==> src/rtl/ps2_voice_allocator_if.sv <==
// rtl/ps2_voice_allocator_if.sv - PS/2 byte input and note event output bundle
interface ps2_voice_allocator_if;
  logic [7:0] ps2_data;
  logic       ps2_data_en;
  logic       evt_valid;
  logic       evt_ready;
  logic       evt_on;
  logic [1:0] evt_voice;
  logic [4:0] evt_note;

  modport master (
    output ps2_data, ps2_data_en, evt_ready,
    input  evt_valid, evt_on, evt_voice, evt_note
  );

  modport slave (
    input  ps2_data, ps2_data_en, evt_ready,
    output evt_valid, evt_on, evt_voice, evt_note
  );
endinterface

==> src/rtl/ps2_voice_allocator.sv <==
// rtl/ps2_voice_allocator.sv - PS/2 scan-code parser, 4-voice note allocator and event FIFO
module ps2_voice_allocator #(
  parameter int TIMEOUT_CYCLES = 2500000,
  parameter int FIFO_DEPTH     = 4
) (
  input  logic                  CLOCK_50,
  input  logic                  reset,
  ps2_voice_allocator_if.slave  bus,
  output logic [3:0]            voice_active,
  output logic [19:0]           voice_note,
  output logic                  dropped,
  output logic                  overflow
);

  typedef enum logic [1:0] {IDLE, BRK, EXT, EXT_BRK} state_t;

  localparam int TW = $clog2(TIMEOUT_CYCLES + 1);
  localparam int AW = $clog2(FIFO_DEPTH);

  state_t        state, state_nxt;
  logic [TW-1:0] tmo_cnt;
  logic          strobe, timed_out;

  logic [4:0]    note_r [4];
  logic          key_ok;
  logic [4:0]    key_idx;
  logic          do_press, do_release;
  logic          held_hit, free_found;
  logic [1:0]    held_voice, free_voice;
  logic          claim, free_held, drop_now;
  logic          push_en;
  logic [7:0]    push_data;

  logic [7:0]    mem [FIFO_DEPTH];
  logic [AW:0]   wr_ptr, rd_ptr;
  logic          fifo_empty, fifo_full, pop, wr_ok;

  // {mapped, note index}; unmapped codes (including F0/E0) return 0
  function automatic logic [5:0] key_map(input logic [7:0] c);
    case (c)
      8'h1C: key_map = {1'b1, 5'd0};
      8'h1D: key_map = {1'b1, 5'd1};
      8'h1B: key_map = {1'b1, 5'd2};
      8'h24: key_map = {1'b1, 5'd3};
      8'h23: key_map = {1'b1, 5'd4};
      8'h2B: key_map = {1'b1, 5'd5};
      8'h2C: key_map = {1'b1, 5'd6};
      8'h34: key_map = {1'b1, 5'd7};
      8'h35: key_map = {1'b1, 5'd8};
      8'h33: key_map = {1'b1, 5'd9};
      8'h3C: key_map = {1'b1, 5'd10};
      8'h3B: key_map = {1'b1, 5'd11};
      8'h42: key_map = {1'b1, 5'd12};
      8'h44: key_map = {1'b1, 5'd13};
      8'h4B: key_map = {1'b1, 5'd14};
      8'h4D: key_map = {1'b1, 5'd15};
      8'h4C: key_map = {1'b1, 5'd16};
      default: key_map = 6'd0;
    endcase
  endfunction

  assign strobe           = bus.ps2_data_en;
  assign {key_ok, key_idx} = key_map(bus.ps2_data);
  assign timed_out        = (state != IDLE) && !strobe && (tmo_cnt == TW'(TIMEOUT_CYCLES - 1));

  always_ff @(posedge CLOCK_50) begin
    if (reset) begin
      state   <= IDLE;
      tmo_cnt <= '0;
    end else begin
      state <= state_nxt;
      if (strobe || state_nxt == IDLE) tmo_cnt <= '0;
      else                              tmo_cnt <= tmo_cnt + TW'(1);
    end
  end

  always_comb begin
    state_nxt = state;
    if (timed_out) begin
      state_nxt = IDLE;
    end else if (strobe) begin
      case (state)
        IDLE:    if (bus.ps2_data == 8'hF0)      state_nxt = BRK;
                 else if (bus.ps2_data == 8'hE0) state_nxt = EXT;
        BRK:     state_nxt = IDLE;
        EXT:     state_nxt = (bus.ps2_data == 8'hF0) ? EXT_BRK : IDLE;
        EXT_BRK: state_nxt = IDLE;
        default: state_nxt = IDLE;
      endcase
    end
  end

  always_comb begin
    do_press   = strobe && (state == IDLE) && key_ok;
    do_release = strobe && (state == BRK) && key_ok;
  end

  // Match against held notes, and pick the lowest free voice by scanning downward
  always_comb begin
    held_hit   = 1'b0;
    held_voice = 2'd0;
    free_found = 1'b0;
    free_voice = 2'd0;
    for (int v = 0; v < 4; v++) begin
      if (voice_active[v] && note_r[v] == key_idx) begin
        held_hit   = 1'b1;
        held_voice = 2'(v);
      end
    end
    for (int v = 3; v >= 0; v--) begin
      if (!voice_active[v]) begin
        free_found = 1'b1;
        free_voice = 2'(v);
      end
    end
  end

  always_comb begin
    claim     = do_press && !held_hit && free_found;
    drop_now  = do_press && !held_hit && !free_found;
    free_held = do_release && held_hit;
    push_en   = claim || free_held;
    push_data = claim ? {1'b1, free_voice, key_idx} : {1'b0, held_voice, key_idx};
  end

  always_ff @(posedge CLOCK_50) begin
    if (reset) begin
      voice_active <= '0;
      dropped      <= 1'b0;
      for (int v = 0; v < 4; v++) note_r[v] <= '0;
    end else begin
      dropped <= drop_now;
      if (claim) begin
        voice_active[free_voice] <= 1'b1;
        note_r[free_voice]       <= key_idx;
      end
      if (free_held) begin
        voice_active[held_voice] <= 1'b0;
        note_r[held_voice]       <= '0;
      end
    end
  end

  always_comb begin
    for (int v = 0; v < 4; v++) voice_note[5*v +: 5] = note_r[v];
  end

  // Pointers carry an extra wrap bit so full and empty are distinguishable
  assign fifo_empty = (wr_ptr == rd_ptr);
  assign fifo_full  = (wr_ptr[AW] != rd_ptr[AW]) && (wr_ptr[AW-1:0] == rd_ptr[AW-1:0]);
  assign pop        = !fifo_empty && bus.evt_ready;
  assign wr_ok      = push_en && (!fifo_full || pop);

  always_ff @(posedge CLOCK_50) begin
    if (wr_ok) mem[wr_ptr[AW-1:0]] <= push_data;
  end

  always_ff @(posedge CLOCK_50) begin
    if (reset) begin
      wr_ptr   <= '0;
      rd_ptr   <= '0;
      overflow <= 1'b0;
    end else begin
      if (wr_ok)            wr_ptr   <= wr_ptr + 1'b1;
      if (pop)              rd_ptr   <= rd_ptr + 1'b1;
      if (push_en && !wr_ok) overflow <= 1'b1;
    end
  end

  assign bus.evt_valid = !fifo_empty;
  assign {bus.evt_on, bus.evt_voice, bus.evt_note} = fifo_empty ? 8'd0 : mem[rd_ptr[AW-1:0]];

endmodule

==> src/flat_wrapper.sv <==
// flat-port wrapper written by rule: the top's interface ports become plain ports
module ps2_voice_allocator_flat 
#(
  parameter int TIMEOUT_CYCLES = 2500000,
  parameter int FIFO_DEPTH     = 4
)
  (CLOCK_50, reset, voice_active, voice_note, dropped, overflow, bus_ps2_data, bus_ps2_data_en, bus_evt_ready, bus_evt_valid, bus_evt_on, bus_evt_voice, bus_evt_note);
  ps2_voice_allocator_if bus_i ();
  input  logic CLOCK_50;
  input  logic reset;
  output logic [3:0] voice_active;
  output logic [19:0] voice_note;
  output logic dropped;
  output logic overflow;
  input wire logic [$bits(bus_i.ps2_data)-1:0] bus_ps2_data;
  input wire logic [$bits(bus_i.ps2_data_en)-1:0] bus_ps2_data_en;
  input wire logic [$bits(bus_i.evt_ready)-1:0] bus_evt_ready;
  output wire logic [$bits(bus_i.evt_valid)-1:0] bus_evt_valid;
  output wire logic [$bits(bus_i.evt_on)-1:0] bus_evt_on;
  output wire logic [$bits(bus_i.evt_voice)-1:0] bus_evt_voice;
  output wire logic [$bits(bus_i.evt_note)-1:0] bus_evt_note;
  assign bus_i.ps2_data = bus_ps2_data;
  assign bus_i.ps2_data_en = bus_ps2_data_en;
  assign bus_i.evt_ready = bus_evt_ready;
  assign bus_evt_valid = bus_i.evt_valid;
  assign bus_evt_on = bus_i.evt_on;
  assign bus_evt_voice = bus_i.evt_voice;
  assign bus_evt_note = bus_i.evt_note;
  ps2_voice_allocator #(.TIMEOUT_CYCLES(TIMEOUT_CYCLES), .FIFO_DEPTH(FIFO_DEPTH)) u_core (.CLOCK_50(CLOCK_50), .reset(reset), .bus(bus_i), .voice_active(voice_active), .voice_note(voice_note), .dropped(dropped), .overflow(overflow));
endmodule
==> config.mk <==
export PLATFORM = sky130hd
export DESIGN_NAME = ps2_voice_allocator_flat
export DESIGN_NICKNAME = d
export VERILOG_FILES = /design/src/rtl/ps2_voice_allocator_if.sv /design/src/rtl/ps2_voice_allocator.sv /design/src/flat_wrapper.sv
export SDC_FILE = /design/constraint.sdc
export NUM_CORES = 1
export LEC_CHECK = 0
export ABC_AREA = 1
export BUFFER_PORTS_ARGS = -buffer_cell sky130_fd_sc_hd__buf_2
export CAP_MARGIN = 5
export CORE_MARGIN = 2
export CORE_UTILIZATION = 45
export DETAILED_ROUTE_END_ITERATION = 8
export MAX_ROUTING_LAYER = met4
export PLACE_DENSITY = 0.66
export SYNTH_ARGS = -nofsm -noshare
export SYNTH_HDL_FRONTEND = slang
export SYNTH_SLANG_ARGS = --single-unit
export TNS_END_PERCENT = 10
==> constraint.sdc <==
create_clock -name CLOCK_50 -period 2.2 [get_ports CLOCK_50]
set_input_delay 0.22 -clock CLOCK_50 [delete_from_list [all_inputs] [get_ports CLOCK_50]]
set_output_delay 0.22 -clock CLOCK_50 [all_outputs]
set_load 0.1 [all_outputs]
==> run summary, run 1 <==
The run finished, with violations left. The final reports fail on negative setup slack. The logs give 90 for the total clock sinks and 4361 for the number of global-route vias before repair.

The depth of the most critical reg-to-reg path is 13, and the maximum level of the CTS H-tree is 3. The logs give 23 for the maximum number of pins on one net before global-route repair and 0.121 ns for the worst hold slack. The count of nets left with antenna violations once routing finished came out at 0. The share of the clock period used by the worst path after layout came out at 103%.

The tools report the initial antenna violation count as 0. The detailed router placed 4386 vias in this run. Die area: 0.0113 mm2. In this run the clock root is driven by a sky130_fd_sc_hd__clkbuf_8.

The core region is 0.0103 mm2. On the final layout, the worst clock skew is 0.0132 ns. Setup total negative slack on the finished layout was measured at -1.43 ns.

The fraction of the mapped netlist area in compound gates came out at 7.52%. Largest driver fanout on the critical path: 5. Counting instances, the worst hold path has a depth of 2. In this run, CTS created clock tree buffers numbering 9. Dividing the detail-routed wire length by the instance count gives 14.8 um. The run gives 0 as the number of buffers inserted for hold repair after clock tree synthesis.

Yosys printed 0 warnings. The number of cells after detailed placement is 808, and the maximum clock rate is 0.440 GHz. The worst-case vdd ir drop was 496 uV. The worst register-to-register path has a setup slack of 0.09 ns. The initialized floorplan defines 37 standard-cell rows.

For the total congestion overflow after global routing, the log shows 0. Summing the sequential cell areas from Yosys gives 49.1% of the chip area. The first routing iteration left 295 violations.

The tools report the post-layout utilization of the core as 65.1%. After Yosys synthesis, XOR and XNOR cells account for 2.59% of the synthesized area. Setup repair after global routing could not meet its margin everywhere. Via density per instance: 5.19. The worst register-to-register path ends at u_core.tmo_cnt[19]$_SDFF_PP0_. The clock latency on the worst-skew pair came out at 0.37 ns.

TritonCTS built the clock tree. The run gives 2.91 nW as the reported leakage power. Detailed placement finished with a half-perimeter wire length of 8380 um. The count of pins on the block boundary was 47. After synthesis, the share of cell area in mux cells is 0%. The run gives 32 as the number of failing setup endpoints in the final timing report. The finished cells cover 0.00669 mm2. The first global-routing pass estimated 19700 um of wire.

The number of fill cells came out at 810. The overall power consumption is 4.14 mW, and the count of nets after finishing is 722. Once the floorplan was initialized, standard cells occupied 46.0% of the core. Synthesis inferred 90 register bits. The run gives 0.951 as the routability-driven placement congestion ratio. The maximum clock insertion buffer count is 2, and the relative max-transition margin is 51.4%. After Yosys synthesis, and, or, nand and nor cells account for 31.6% of the synthesized area.

The critical path starts at bus_ps2_data[2]. The number of DRC violations after detailed routing was 0. The main combinational cell family by area after synthesis is simple AND/OR/NAND/NOR gates. The total power density per cell area was 618 mW/mm2. The width of the chip was 106 um. Overall routed net length: 12500 um. The clock period minus worst slack came out at 2.27 ns. After clock tree synthesis, the clock-pin slew on the worst setup and hold paths is 0.10 ns. Signal arrival time at the worst endpoint: 2.51 ns. From bottom edge to top edge, the die measures 106 um.

The class of the most critical hold timing path was input port to flip-flop. For this run, the number of standard cells in the final layout without fillers is 845. In the synthesized netlist, the number of instances is 579.

The area growth from synthesis to layout is 41.6%. The proportion of layout cells with a drive suffix above 1 is 40.1%, and the data required time at the worst endpoint is 2.44 ns. The tools report the number of max-cap violations as 0. The mean area per synthesized cell came out at 8.16 um2.

The worst hold path terminates at u_core.overflow$_SDFFE_PP0P_. The worst setup path is launched from an input port. The count of distinct cell types in the synthesized netlist came out at 35. The final worst setup slack was -0.0737 ns; the slew at the pin with the worst max-slew slack was 0.729 ns. The logs give 0 for the final hold violation count and 5 for the first-pass iteration count of the detailed router. The net count of the mapped netlist came out at 597. The total standard cell area after synthesis is 0.00473 mm2, and the total inserted antenna cells is 0. The startpoint identified for the worst hold timing path is reset.

The category of the critical setup timing path was input port to flip-flop. Global routing consumed, over all layers together, 22.7% of the routing resources. The reg-to-reg critical path startpoint was u_core.tmo_cnt[1]$_SDFF_PP0_. Once placement finished, the instance area stood at 0.00576 mm2. Prior to clock tree synthesis, the placed netlist has a worst setup slack of -0.567 ns. The kind of capture point of the worst setup path was a flip-flop.

Buffers placed on the I/O ports in this run total 46. The count of pins over their slew limit was 0; the adder-cell area share of the yosys netlist was 1.59%.
-- layer usage --
| metal | wire length, um | global-route usage [%] |
|---|---|---|
| met1 | 5120 | 26.5 |
| met2 | 6520 | 39.0 |
| met3 | 638 | 5.09 |
| met4 | 208 | 7.51 |
| met5 | 0 | - |
-- power breakdown --
| part | switching (mW) | total (mW) | internal (mW) |
|---|---|---|---|
| sequential | 0.0432 | 1.85 | 1.80 |
| combinational | 0.834 | 1.21 | 0.372 |
| clock | 0.651 | 1.08 | 0.432 |
-- final cells by class --
cell class	count	area, um2	area share (%)
inverter	88	353	5.27
tap	136	170	2.54
clock buffer	9	124	1.85
clock inverter	7	61.3	0.916
sequential	90	2320	34.7
timing repair buffer	121	1060	15.8
multi-input combinational	394	2600	38.9
-- repair_timing --
item / CTS / global route
resized for setup: 87 / 76
pin swaps: 39 / 46
hold endpoints to repair: 0 / 0
endpoints found under the setup margin: 69 / 85
setup buffers: 15 / 8
-- critical path, stage by stage --
cell                      delay (ns)
sky130_fd_sc_hd__buf_4          0.15
sky130_fd_sc_hd__inv_1          0.06
sky130_fd_sc_hd__nand2_1        0.08
sky130_fd_sc_hd__nor2_4         0.22
sky130_fd_sc_hd__nand2_2        0.10
sky130_fd_sc_hd__inv_2          0.08
sky130_fd_sc_hd__nor2_4         0.06
sky130_fd_sc_hd__buf_6          0.12
sky130_fd_sc_hd__nand3_1        0.07
sky130_fd_sc_hd__nand2_1        0.08
sky130_fd_sc_hd__nor2_2         0.13
sky130_fd_sc_hd__nand3_2        0.13
sky130_fd_sc_hd__nand2_4        0.14
sky130_fd_sc_hd__nor2_8         0.06
sky130_fd_sc_hd__nor2_4         0.15
sky130_fd_sc_hd__nand3_2        0.15
sky130_fd_sc_hd__o21ai_4        0.13
sky130_fd_sc_hd__nand2_2        0.12
sky130_fd_sc_hd__buf_4          0.17
sky130_fd_sc_hd__nor2_1         0.09
-- cell usage after synthesis (all sizes together) --
cell	number	area, um2
nand2	123	527
ha	6	75.1
o21ai	25	129
a21oi	19	95.1
or2	2	12.5
nor2	105	485
nand4	8	65.1
inv	86	323
nor3	26	130
nor4	1	6.26
o21a	1	7.51
xor2	10	87.6
clkbuf	7	26.3
edfxtp	52	1560
dfxtp	38	761
clkinv	2	7.51
o22ai	1	6.26
xnor2	4	35.0
a21boi	1	7.51
nor3b	3	22.5
and3	1	6.26
nand3	44	240
a31oi	5	31.3
a31o	1	8.76
o32ai	8	70.1
-- state kept, by name, summed over array words and instances (netlist names), named ones only --
register and cells:
u_core.dropped 1, u_core.overflow 1, u_core.wr_ptr 3, u_core.tmo_cnt 22, u_core.mem 32, u_core.state 2, u_core.rd_ptr 3, u_core.note_r 20
u_core.voice_active 4
-- cells in the final DEF, fill, tap and decap left out, types with 6 or more instances in the layout --
master / netlist / routed
sky130_fd_sc_hd__nand2_1: 107 / 68
sky130_fd_sc_hd__dfxtp_1: 38 / 36
sky130_fd_sc_hd__ha_1: 6 / 6
sky130_fd_sc_hd__nand2_4: 5 / 23
sky130_fd_sc_hd__nand3_2: 4 / 14
sky130_fd_sc_hd__buf_4: 0 / 62
sky130_fd_sc_hd__clkbuf_8: 0 / 9
sky130_fd_sc_hd__o32ai_1: 8 / 8
sky130_fd_sc_hd__buf_12: 0 / 13
sky130_fd_sc_hd__nand3_1: 40 / 26
sky130_fd_sc_hd__xor2_1: 10 / 10
sky130_fd_sc_hd__a21oi_1: 19 / 18
sky130_fd_sc_hd__nand4_1: 7 / 7
sky130_fd_sc_hd__edfxtp_1: 52 / 52
sky130_fd_sc_hd__buf_2: 0 / 30
sky130_fd_sc_hd__nor2_2: 9 / 10
sky130_fd_sc_hd__nor3_1: 26 / 15
sky130_fd_sc_hd__inv_1: 83 / 73
sky130_fd_sc_hd__nor2_4: 7 / 25
sky130_fd_sc_hd__inv_2: 3 / 9
sky130_fd_sc_hd__o21ai_0: 16 / 15
sky130_fd_sc_hd__nor3_2: 0 / 9
sky130_fd_sc_hd__nand2_2: 11 / 32
sky130_fd_sc_hd__nor2_1: 88 / 69
sky130_fd_sc_hd__buf_6: 0 / 15
-- logic make-up (layout without fill, tap and decap cells) --
logic type,Yosys count,count (layout)
AO/OA/AOI/OAI,61,61
XOR/XNOR,14,14
adder cells (fa/ha/maj),6,6
buffers and inverters,95,225
flip-flops,90,90
AND/OR/NAND/NOR,313,313
-- how the worst max path moves through the flow --
stage	end	slack, ns	cells past startpoint
after floorplan	u_core.note_r[1][0]$_SDFFCE_PN0P_	-0.27	11
after global placement	u_core.note_r[3][3]$_DFFE_PP_	-0.52	18
after detailed placement	u_core.note_r[3][3]$_DFFE_PP_	-0.57	18
after CTS	u_core.note_r[2][1]$_SDFFCE_PN0P_	0.0004	19
after global routing	u_core.note_r[2][2]$_SDFFCE_PN0P_	-0.19	18
final	u_core.note_r[0][1]$_SDFFCE_PN0P_	-0.07	20
Note: power is estimated with default switching activity, not from simulation.
==> run 2: changes to the inputs <==
--- a/config.mk
+++ b/config.mk
@@ -8,6 +8,7 @@
 export ABC_AREA = 1
 export BUFFER_PORTS_ARGS = -buffer_cell sky130_fd_sc_hd__buf_2
 export CAP_MARGIN = 5
+export CORE_ASPECT_RATIO = 0.9
 export CORE_MARGIN = 2
 export CORE_UTILIZATION = 45
 export DETAILED_ROUTE_END_ITERATION = 8
==> run 2 against run 1 <==
Effect of this change:
- the run still ends with negative setup slack left
- clock power up 50%
- non-clock buffer count is 6 lower
- sequential share of layout area is 0.57 points lower
- global-route usage shrank 0.64 points
- cell count decreased by 1.4%
- power up 13%
- sequential power about the same
- combinational power is essentially flat
- wire length grew 2.6%
- critical path depth fell by 2
==> run summary, run 2 (synthesis gave the netlist of run 1 again) <==
The logs give 0 (unchanged) for the number of buffers inserted for hold repair after clock tree synthesis and 0 (unchanged) for the total inserted antenna cells. Most repeated library cell on the critical path: sky130_fd_sc_hd__nand2_2. The tools report the total congestion overflow after global routing as 0 (unchanged).

For the final worst setup slack, the log shows -0.144 ns (-0.0704 ns). The signal on the critical path passes through buf_6 > nand2_2 > inv_1 > nand2_2 > nor3_2 > buf_4 > nor2_4 > nand2_2 > o21ai_2 > nor2_1 > nand2_2 > nand2_4 > buf_6 > o21ai_4 > nand2_2 > o21ai_4 > nand2_4 > nand2_4. The total power density per cell area is 689 mW/mm2 (+12%), and the count of nets after finishing is 717 (-0.69%). The via density per instance is 5.27 (+1.5%), and the number of cells after detailed placement is 800 (-0.99%). The slowest stage of the critical path belongs to the cell sky130_fd_sc_hd__o21ai_4.

The number of non-filler instances in the completed layout was 833 (-1.4%). The maximum single-stage delay on the critical path was 0.22 ns (about the same). The category of the critical setup timing path was input port to flip-flop.

The number of buffers added by the clock tree synthesis step is 9 (unchanged), and the count of pins on the block boundary is 47 (unchanged). Largest driver fanout on the critical path: 6 (+1). For the count of pins over their slew limit, the log shows 0 (unchanged). The most common cell after layout, fill and taps aside is sky130_fd_sc_hd__inv_1. The width of the chip came out at 112 um (+5.2%). In the layout the commonest cells are 76 x sky130_fd_sc_hd__inv_1, 70 x sky130_fd_sc_hd__nor2_1, 68 x sky130_fd_sc_hd__nand2_1. In this run the clock root is driven by a sky130_fd_sc_hd__clkbuf_16. The power share of the combinational group is 25.9% (-3.2 points), and the overall routed net length is 12800 um (+2.6%).

The flow ran to the end, but the final reports show violations. The tightest min-delay check is of the input port to flip-flop type. The number of DRC violations after detailed routing is 0 (unchanged). Tracing the worst setup path back leads to its startpoint at bus_ps2_data[4]. The tools report the routability-driven placement congestion ratio as 0.978 (+2.9%). The tools report the clock share of power as 34.6% (+8.4 points). The data required time at the worst endpoint is 2.26 ns (-0.18 ns). Relative max-transition margin: 57.3% (+5.9 points). The slew at the pin with the worst max-slew slack is 0.640 ns (-0.0892 ns). The run gives 2.88 nW (-1.1%) as the reported leakage power. The maximum clock rate is 0.427 GHz (-3.0%).

TritonCTS built the clock tree. Wire length of the first global-routing pass: 19500 um (-1.0%). The global-route total usage across every layer is 22.1% (-0.64 points), and the maximum clock insertion buffer count is 2 (unchanged). For the number of global-route vias before repair, the log shows 4195 (-3.8%).

The final antenna-violating net count was 0 (unchanged). Setup repair after global routing could not meet its margin everywhere. The setup clock skew after layout came out at 0.0147 ns (+0.00142 ns).

The maximum number of pins on one net before global-route repair is 18 (-22%). Clock latency on the worst-skew pair: 0.35 ns (-0.02 ns). The row count is 35 (-5.4%). The logs give 2.41 ns (-0.10 ns) for the signal arrival time at the worst endpoint and 904 uV (+82%) for the worst-case vdd ir drop.

The layout-stage area growth over the synthesis result is 43.8%, and the first-pass iteration count of the detailed router is 5 (unchanged). The tools report the kind of capture point of the worst setup path as a flip-flop. STA classifies the critical path startpoint as an input port.

The final hold violation count is 0 (unchanged), and the half-perimeter wire length of the detailed placement result is 8520 um (+1.7%). Total clock sinks: 90 (unchanged). The die area is 0.0113 mm2 (about the same), and the post-CTS clock slew at the launch and capture registers of the worst setup and hold paths is 0.07 ns (-0.03 ns). The number of flip-flops in the largest register was 32 (unchanged); the number of max-cap violations was 0 (unchanged). The clock period minus worst slack works out to 2.34 ns (+0.0704 ns). The startpoint identified for the worst hold timing path is reset. The net switching power was 1.60 mW (+4.8%); the detailed-route via count was 4387 (+0.023%).

The maximum level of the CTS H-tree is 3 (unchanged), and the number of failing setup endpoints in the final timing report is 73 (+130%). Initial core utilization: 46.1% (+0.13 points). The final reports fail on negative setup slack. The switching power as a share of total power works out to 34.2% (-2.8 points). The internal power was 3.08 mW (+18%); the starting DRC count in detailed routing was 373 (+26%). The initial antenna violation count came out at 0 (unchanged). The fraction of power consumed by sequential logic was 39.4% (-5.3 points). Routed wire length per instance: 15.4 um (+4.0%). Core footprint: 0.0102 mm2 (-0.29%). The proportion of layout cells with a drive suffix above 1 is 37.8% (-2.3 points), and the overall power consumption is 4.69 mW (+13%). The worst slack after detailed placement came out at -0.511 ns (+0.0562 ns).

In this run the critical register-to-register path is launched from u_core.note_r[1][4]$_SDFFCE_PN0P_. The count of buffers inserted at the top-level ports was 46 (unchanged); the share of the clock period used by the worst path after layout was 107% (+3.2 points). Vertical extent of the die: 101 um (-4.9%).
## run 2: final timing paths
check	to	slack [ns]	depth (start not counted)
min reg2reg	u_core.tmo_cnt[0]$_SDFF_PP0_	0.45	1
max	u_core.note_r[1][0]$_SDFFCE_PN0P_	-0.14	18
max reg2reg	u_core.note_r[1][0]$_SDFFCE_PN0P_	0.04	10
min	u_core.overflow$_SDFFE_PP0P_	0.15	2
## run 2: per-layer routing
layer / routed length [um] / up-vias / share of wire, % / global-route usage [%]
met5: 0 / - / 0 / -
met4: 325 / 0 / 2.5 / 7.97
met3: 717 / 36 / 5.6 / 4.31
met2: 6340 / 163 / 50 / 36.2
met1: 5420 / 2046 / 42 / 27.6
li1: - / 2142 / - / -
## run 2: timing repair
action	CTS	global route
gates resized for setup	70	89
cloned	0	1
buffers inserted	10	7
pin swaps	37	29
setup endpoints to repair	62	82
## run 2: area by class of cell
class,instances,area (um2)
Multi-Input combinational cell,395,2630
Inverter,88,353
Timing Repair Buffer,115,1030
Clock inverter,7,83.8
Clock buffer,9,225
Sequential cell,90,2320
Tap cell,129,161
Fill cell,803,3450
## run 2: power by group through the flow
stage	clock network, mW	registers [mW]	logic [mW]
floorplan	0	1.97	0.679
global placement	0	1.88	1.12
detailed placement	0	1.89	1.13
CTS	1.64	1.85	1.17
global route	1.70	1.85	1.27
finish	1.62	1.85	1.21
## run 2: stage by stage
| step | hold slack [ns] | setup TNS [ns] | cell area [um2] | utilization (%) |
|---|---|---|---|---|
| finish | 0.152 | -4.65 | 6800 | 66.3 |
| CTS | 0.141 | -0.120 | 6390 | 62.4 |
| floorplan | 0.289 | -16.07 | 4800 | - |
| global placement | 0.429 | -29.59 | 5720 | 55.8 |
| detailed placement | 0.438 | -32.28 | 5720 | 55.8 |
| global route | 0.158 | -11.08 | 6800 | 66.3 |
## run 2: worst max-delay path, delay by kind of cell
family | cells | cell delay (ns)
AO/OA/AOI/OAI | 3 | 0.57
buffers and inverters | 4 | 0.45
AND/OR/NAND/NOR | 11 | 1.15
